$ cat config.mk
export PLATFORM = sky130hd
export DESIGN_NAME = qpsk_top_flat
export DESIGN_NICKNAME = d
export VERILOG_FILES = /design/src/rtl/qpsk_top_if.sv /design/src/rtl/qpsk_top.sv /design/src/flat_wrapper.sv
export SDC_FILE = /design/constraint.sdc
export NUM_CORES = 1
export LEC_CHECK = 0
export BUFFER_PORTS_ARGS = -buffer_cell sky130_fd_sc_hd__buf_2
export CORE_AREA = 2 2 39 41
export CTS_CLUSTER_DIAMETER = 40
export CTS_CLUSTER_SIZE = 14
export DETAILED_ROUTE_END_ITERATION = 12
export DIE_AREA = 0 0 41 43
export PLACE_DENSITY_LB_ADDON = 0.3
export SYNTH_ARGS = -nofsm -noshare
export SYNTH_HDL_FRONTEND = slang
export SYNTH_SLANG_ARGS = --single-unit
$ cat constraint.sdc
create_clock -name clk -period 1.13 [get_ports clk]
set_input_delay 0.0565 -clock clk [delete_from_list [all_inputs] [get_ports clk]]
set_output_delay 0.0565 -clock clk [all_outputs]
set_load 0.005 [all_outputs]
$ cat src/rtl/qpsk_top_if.sv
// qpsk_top_if: serial data in and modulated carrier out of the QPSK modulator
interface qpsk_top_if;
  logic x;
  logic y;
  modport master (output x, input y);
  modport slave (input x, output y);
endinterface

$ cat src/rtl/qpsk_top.sv
// qpsk_top: pairs serial bits into dibits and maps each to one of four phases of a 4-clock square carrier
module qpsk_top (
  input logic       clk,
  input logic       rst,
  qpsk_top_if.slave bus
);
  logic [2:0] cnt_q, cnt_d;
  logic       b_hi_q, b_hi_d;
  logic [1:0] sym_q, sym_d;
  logic       y_q, y_d;
  logic [1:0] ph;
  // Frame counter, dibit capture at cnt 3/7, and carrier sample chosen by phase offset from sym
  always_comb begin
    ph = cnt_q[1:0] - sym_q;
    cnt_d = cnt_q + 3'd1;
    b_hi_d = (cnt_q == 3'd3) ? bus.x : b_hi_q;
    sym_d = (cnt_q == 3'd7) ? {b_hi_q, bus.x} : sym_q;
    y_d = ~ph[1];
  end
  // State registers; reset overrides every update
  always_ff @(posedge clk) begin
    if (rst) begin
      cnt_q <= 3'd0;
      b_hi_q <= 1'b0;
      sym_q <= 2'b00;
      y_q <= 1'b0;
    end else begin
      cnt_q <= cnt_d;
      b_hi_q <= b_hi_d;
      sym_q <= sym_d;
      y_q <= y_d;
    end
  end
  assign bus.y = y_q;
endmodule

$ cat src/flat_wrapper.sv
// flat-port wrapper written by rule: the top's interface ports become plain ports
module qpsk_top_flat 
  (clk, rst, bus_x, bus_y);
  qpsk_top_if bus_i ();
  input logic clk;
  input logic rst;
  input wire logic [$bits(bus_i.x)-1:0] bus_x;
  output wire logic [$bits(bus_i.y)-1:0] bus_y;
  assign bus_i.x = bus_x;
  assign bus_y = bus_i.y;
  qpsk_top u_core (.clk(clk), .rst(rst), .bus(bus_i));
endmodule
==> impl_metrics.py, run 1 <==
metrics = {
    "status": {
        "outcome": "completed",
    },
    "finish": {
        "final_common_cell": "nor2_1",
        "stdcell_count": 47,
        "area_delta_synth_final_pct": 30.8,
        "layout_common_cells": "6 x nor2_1, 5 x dfxtp_1, 3 x mux2i_1, 3 x clkbuf_4, 3 x buf_2",
        "antenna_cells": 0,
        "postLayoutCoreUtil_pct": 25.0,
        "fin_area_um2": 345,
        "final_nets": 38,
        "drive_above_1_share_pct": 35.5,
    },
    "sta": {
        "setup_tns_ns": 0,
        "period_needed_ns": 1.07,
        "fin_hold_ws_ns": 0.0462,
        "slew_headroom_pct": 88.6,
        "tightest_slew_ns": 0.170,
        "setup_viol": 0,
        "fmax_mhz": 934,
        "finalHoldViolations": 0,
        "finalCritPeriodShare_pct": 94.8,
        "finalClockSkew_ns": 0.00458,
        "finalMaxSlewViolations": 0,
    },
    "synthesis": {
        "synth_top_cell_area_share_pct": 53.1,
        "synth_simple_gate_area_share_pct": 13.3,
        "ys_ff_latch": 7,
        "synth_fa_ha_area_share_pct": 14.2,
        "synth_compound_area_share_pct": 0,
        "yosys_warnings": 0,
        "syn_area_um2": 264,
        "synth_cell_types": 7,
        "synth_xor_area_share_pct": 6.64,
        "synth_area_leader_cell": "dfxtp_1",
        "synth_top_family_by_area": "adder cells",
        "synth-seq-area-share_pct": 53.1,
        "syn_inst": 24,
        "synthTopCellsByArea": "dfxtp_1 53%, ha_1 14%, mux2i_1 11%, nor2_1 8.5%, xnor2_1 6.6%",
        "postSynthAreaPerCell_um2": 11.0,
        "synth_nets": 30,
        "synth_mux_area_share_pct": 11.4,
    },
    "clock_tree": {
        "cts_hold_buf": 0,
        "cts_buffers": 3,
        "clockBufferDepth": 2,
        "root_buffer": "clkbuf_4",
        "cts_tree": "yes",
        "cts.sinks": 7,
        "cts.htree.levels": 1,
        "clk_pin_slew_ns": 0.05,
        "clk_latency_ns": 0.25,
    },
    "detailed_routing": {
        "wl_um": 390,
        "drtIter0Drc": 2,
        "wl_per_cell_um": 8.30,
        "drt_first_pass_iters": 2,
        "post-route-drc-count": 0,
        "antenna_left": 0,
        "vias": 171,
        "avgViaCountPerCell": 3.64,
    },
    "power": {
        "ir_worst_vdd_v": 0.000551,
        "p_per_area_nw_per_um2": 1540,
        "p_leak_nw": 0.129,
    },
    "floorplan": {
        "core_um2": 1380,
        "dieArea_um2": 1760,
        "start_util_pct": 19.1,
        "die_w_um": 41,
        "die_height_um": 43,
        "io_pins": 4,
        "num_rows": 14,
    },
    "placed_design": {
        "place_inst": 43,
        "placed_cell_area_um2": 299,
        "place_hpwl_um": 284,
        "place.gp.congestion": 0.666,
        "port-buffer-count": 3,
    },
    "global_route": {
        "grt_pass1_wl_um": 690,
        "use_met3_pct": 7.85,
        "grt_antenna_before_repair": 0,
        "grt_pass1_vias": 164,
        "use_met2_pct": 5.94,
        "grt_util_met1_pct": 8.44,
        "grt.total_usage_pct": 6.95,
        "grt_max_degree": 8,
        "grt_overflow": 0,
        "busiest_layer": "met1",
    },
    "worst_setup_path": {
        "required_ns": 1.27,
        "reg2reg_to": "u_core.b_hi_q$_SDFFE_PP0N_",
        "path_class": "reg -> reg",
        "arrival_ns": 1.21,
        "reg2reg_slack_ns": 0.06,
        "cp_max_fo": 3,
        "r2r_cells": 4,
        "rr_startpoint": "u_core.cnt_q[0]$_SDFF_PP0_",
        "end_kind": "flop",
        "setup.worst_path.start_class": "flop",
    },
    "hold_path": {
        "hold_end": "u_core.cnt_q[0]$_SDFF_PP0_",
        "whs_path_depth": 2,
        "hold_path.class": "in -> reg",
        "min-delay-start": "rst",
    },
    "job": {
        "cap_violations": 0,
    },
}
worst max path at each step:
stage | from | endpoint | slack, ns | cells past startpoint
2_1_floorplan | u_core.cnt_q[0]$_SDFF_PP0_ | u_core.sym_q[0]$_SDFFE_PP0N_ | 0.12 | 4
3_3_place_gp | u_core.cnt_q[0]$_SDFF_PP0_ | u_core.sym_q[0]$_SDFFE_PP0N_ | 0.03 | 4
3_5_place_dp | u_core.cnt_q[1]$_SDFF_PP0_ | u_core.sym_q[0]$_SDFFE_PP0N_ | 0.02 | 4
4_1_cts | u_core.cnt_q[1]$_SDFF_PP0_ | u_core.sym_q[0]$_SDFFE_PP0N_ | 0.006 | 4
5_1_grt | u_core.cnt_q[1]$_SDFF_PP0_ | u_core.b_hi_q$_SDFFE_PP0N_ | -0.01 | 4
6_report | u_core.cnt_q[0]$_SDFF_PP0_ | u_core.b_hi_q$_SDFFE_PP0N_ | 0.06 | 4
critical path: stages, from the launching register on:
cell and delay (ns):
dfxtp_2 0.33, ha_2 0.21, ha_2 0.18, mux2i_1 0.18, nor2_1 0.05
where the power goes:
part / internal (W) / total [W] / switching [W]
clock network: 0.000134 / 0.000223 / 0.0000881
logic: 0.0000215 / 0.0000391 / 0.0000176
registers: 0.000263 / 0.000272 / 0.00000910
total: 0.000419 / 0.000533 / 0.000115
cells in the mapped netlist, drive strengths merged:
| master | n |
|---|---|
| ha | 3 |
| mux2i | 3 |
| nor2b | 2 |
| nor2 | 6 |
| inv | 1 |
| dfxtp | 7 |
| xnor2 | 2 |
metrics by stage:
stage / setup slack [ns] / total power [W]
after floorplan: 0.115 / 0.000296
after global placement: 0.0308 / 0.000309
after detailed placement: 0.0188 / 0.000311
after CTS: 0.00610 / 0.000542
after global routing: -0.0114 / 0.000584
final: 0.0588 / 0.000533
area by class of cell:
cell class	count	area (um2)
Fill cell	152	1040
Sequential cell	7	143
Timing Repair Buffer	3	15.0
Tap cell	16	20.0
Clock buffer	4	26.3
Inverter	1	3.75
Multi-Input combinational cell	16	138
routing by layer:
layer  share of wire [%]  vias to the layer above
met5                   0                        -
met4                   0                        0
met3                  10                        0
met2                  43                        6
met1                  47                       76
li1                    -                       89
flip-flops by register name (all words and copies together) (netlist names):
signal,cells
u_core.sym_q,2
u_core.cnt_q,3
u_core.b_hi_q,1
u_core.bus.y,1
logic make-up after synthesis:
family	count (synthesis)
adders and majority gates	3
and+or+nand+nor	8
xor gates and xnor gates	2
muxes	3
buffers and inverters	1
DFF	7
timing repair:
action	CTS	global route
resized for setup	0	6
endpoints found under the setup margin	0	3
buffers inserted	0	0
Power figures use the tool's default switching activity.
==> run 2: changes to the inputs <==
--- a/config.mk
+++ b/config.mk
@@ -5,12 +5,14 @@
 export SDC_FILE = /design/constraint.sdc
 export NUM_CORES = 1
 export LEC_CHECK = 0
+export ABC_AREA = 0
 export BUFFER_PORTS_ARGS = -buffer_cell sky130_fd_sc_hd__buf_2
 export CORE_AREA = 2 2 39 41
 export CTS_CLUSTER_DIAMETER = 40
 export CTS_CLUSTER_SIZE = 14
 export DETAILED_ROUTE_END_ITERATION = 12
 export DIE_AREA = 0 0 41 43
+export HOLD_SLACK_MARGIN = 0.06
 export PLACE_DENSITY_LB_ADDON = 0.3
 export SYNTH_ARGS = -nofsm -noshare
 export SYNTH_HDL_FRONTEND = slang
==> run 2 against run 1 <==
Worst setup slack hardly changed; via count is 1.2% higher; sequential share of layout area is 1.2 points lower; sequential power hardly changed; fmax hardly changed; power is 0.49% higher; clock skew hardly changed; largest power group unchanged; register-to-register slack hardly changed.
==> impl_metrics.py, run 2 (synthesis gave the netlist of run 1 again) <==
metrics = {
    "status": {
        "outcome": "completed",
    },
    "sta": {
        "setup_tns_ns": 0,
        "period_needed_ns": 1.07,
        "fmax_mhz": 934,
        "finalMaxSlewViolations": 0,
        "slew_headroom_pct": 88.6,
        "tightest_slew_ns": 0.170,
        "setup_viol": 0,
        "finalClockSkew_ns": 0.00458,
        "finalCritPeriodShare_pct": 94.8,
        "finalHoldViolations": 0,
    },
    "floorplan": {
        "num_rows": 14,
        "die_w_um": 41,
        "start_util_pct": 19.1,
        "io_pins": 4,
        "core_um2": 1380,
        "dieArea_um2": 1760,
        "die_height_um": 43,
    },
    "placed_design": {
        "place_inst": 43,
        "placed_cell_area_um2": 299,
        "port-buffer-count": 3,
        "place.gp.congestion": 0.666,
        "place_hpwl_um": 284,
    },
    "global_route": {
        "grt_max_degree": 8,
        "grt_pass1_vias": 164,
        "grt_pass1_wl_um": 690,
        "grt_antenna_before_repair": 0,
        "grt_overflow": 0,
        "grt.total_usage_pct": 6.95,
    },
    "clock_tree": {
        "clk_latency_ns": 0.25,
        "post_cts_buffers": 0,
        "clockBufferDepth": 2,
        "clk_pin_slew_ns": 0.05,
        "cts.htree.levels": 1,
        "cts_buffers": 3,
        "root_buffer": "clkbuf_4",
        "cts_tree": "yes",
        "cts.sinks": 7,
    },
    "worst_setup_path": {
        "arrival_ns": 1.21,
        "required_ns": 1.27,
        "setup.worst_path.start_class": "flop",
        "cp_max_fo": 3,
        "end_kind": "flop",
        "path_class": "reg -> reg",
    },
    "detailed_routing": {
        "wl_um": 398,
        "vias": 173,
        "drtIter0Drc": 2,
        "drt_first_pass_iters": 2,
        "avgViaCountPerCell": 3.60,
        "wl_per_cell_um": 8.29,
        "post-route-drc-count": 0,
        "antenna_left": 0,
    },
    "finish": {
        "fill_cells": 151,
        "antenna_cells": 0,
        "stdcell_count": 48,
        "final_common_cell": "nor2_1",
        "layout_common_cells": "6 x nor2_1, 5 x dfxtp_1, 3 x mux2i_1, 3 x clkbuf_4, 3 x buf_2",
        "largest-register": "u_core.cnt_q",
        "fin_area_um2": 355,
        "final_nets": 39,
        "largest_reg_flops": 3,
        "area_delta_synth_final_pct": 34.6,
        "largestRegisters": "u_core.cnt_q: 3 flops, u_core.sym_q: 2 flops",
        "postLayoutCoreUtil_pct": 25.7,
        "drive_above_1_share_pct": 34.4,
    },
    "power": {
        "total_power_w": 0.000536,
        "p_per_area_nw_per_um2": 1510,
        "ir_worst_vdd_v": 0.000551,
        "p_leak_nw": 0.134,
    },
    "job": {
        "cap_violations": 0,
    },
    "hold_path": {
        "hold_path.class": "in -> reg",
    },
}
==> run 2: cell count changes in the layout (fill, tap and decap cells not counted) <==
cell and change:
dlygate4sd3_1 +1
==> run 2: layout make-up <==
cell class	count	area [um2]	share of cell area (%)
Clock buffer	4	26.3	7.39
Sequential cell	7	143	40.1
Inverter	1	3.75	1.06
Timing Repair Buffer	4	25.0	7.04
Multi-Input combinational cell	16	138	38.7
Tap cell	16	20.0	5.63
==> run 2: layer usage <==
| metal | GRT usage [%] | up-vias | share of wire, % |
|---|---|---|---|
| li1 | - | 91 | - |
| met1 | 8.44 | 76 | 48 |
| met2 | 5.94 | 6 | 42 |
| met3 | 7.85 | 0 | 9.8 |
| met4 | 6.00 | 0 | 0 |
| met5 | 0 | - | 0 |
==> run 2: where the power goes <==
group	switching, W	total, W	leakage [nW]	internal (W)
Combinational	0.0000180	0.0000417	0.0607	0.0000237
Clock	0.0000881	0.000223	0.0150	0.000134
Sequential	0.00000910	0.000272	0.0579	0.000263
==> run 2: worst paths after layout <==
check / startpoint / end / slack [ns] / cells past startpoint
max: u_core.cnt_q[0]$_SDFF_PP0_ / u_core.b_hi_q$_SDFFE_PP0N_ / 0.06 / 4
min: bus_x / u_core.b_hi_q$_SDFFE_PP0N_ / 0.07 / 3
max reg2reg: u_core.cnt_q[0]$_SDFF_PP0_ / u_core.b_hi_q$_SDFFE_PP0N_ / 0.06 / 4
min reg2reg: u_core.cnt_q[0]$_SDFF_PP0_ / u_core.cnt_q[0]$_SDFF_PP0_ / 0.42 / 1
==> run 2: timing repair <==
action	CTS	global route
endpoints found under the setup margin	0	3
hold buffers	1	0
endpoints found under the hold margin	6	0
gates resized for setup	0	6
==> run 2: worst max-delay path, cell delays in order (launching register included) <==
cell and delay, ns:
dfxtp_2 0.33, ha_2 0.21, ha_2 0.18, mux2i_1 0.18
nor2_1 0.05
==> run 2: per-stage QoR <==
stage / setup WS [ns] / hold slack [ns]
2_1_floorplan: 0.115 / 0.123
3_3_place_gp: 0.0308 / 0.307
3_5_place_dp: 0.0188 / 0.315
4_1_cts: 0.00609 / 0.0712
5_1_grt: -0.0115 / 0.0781
6_report: 0.0588 / 0.0717
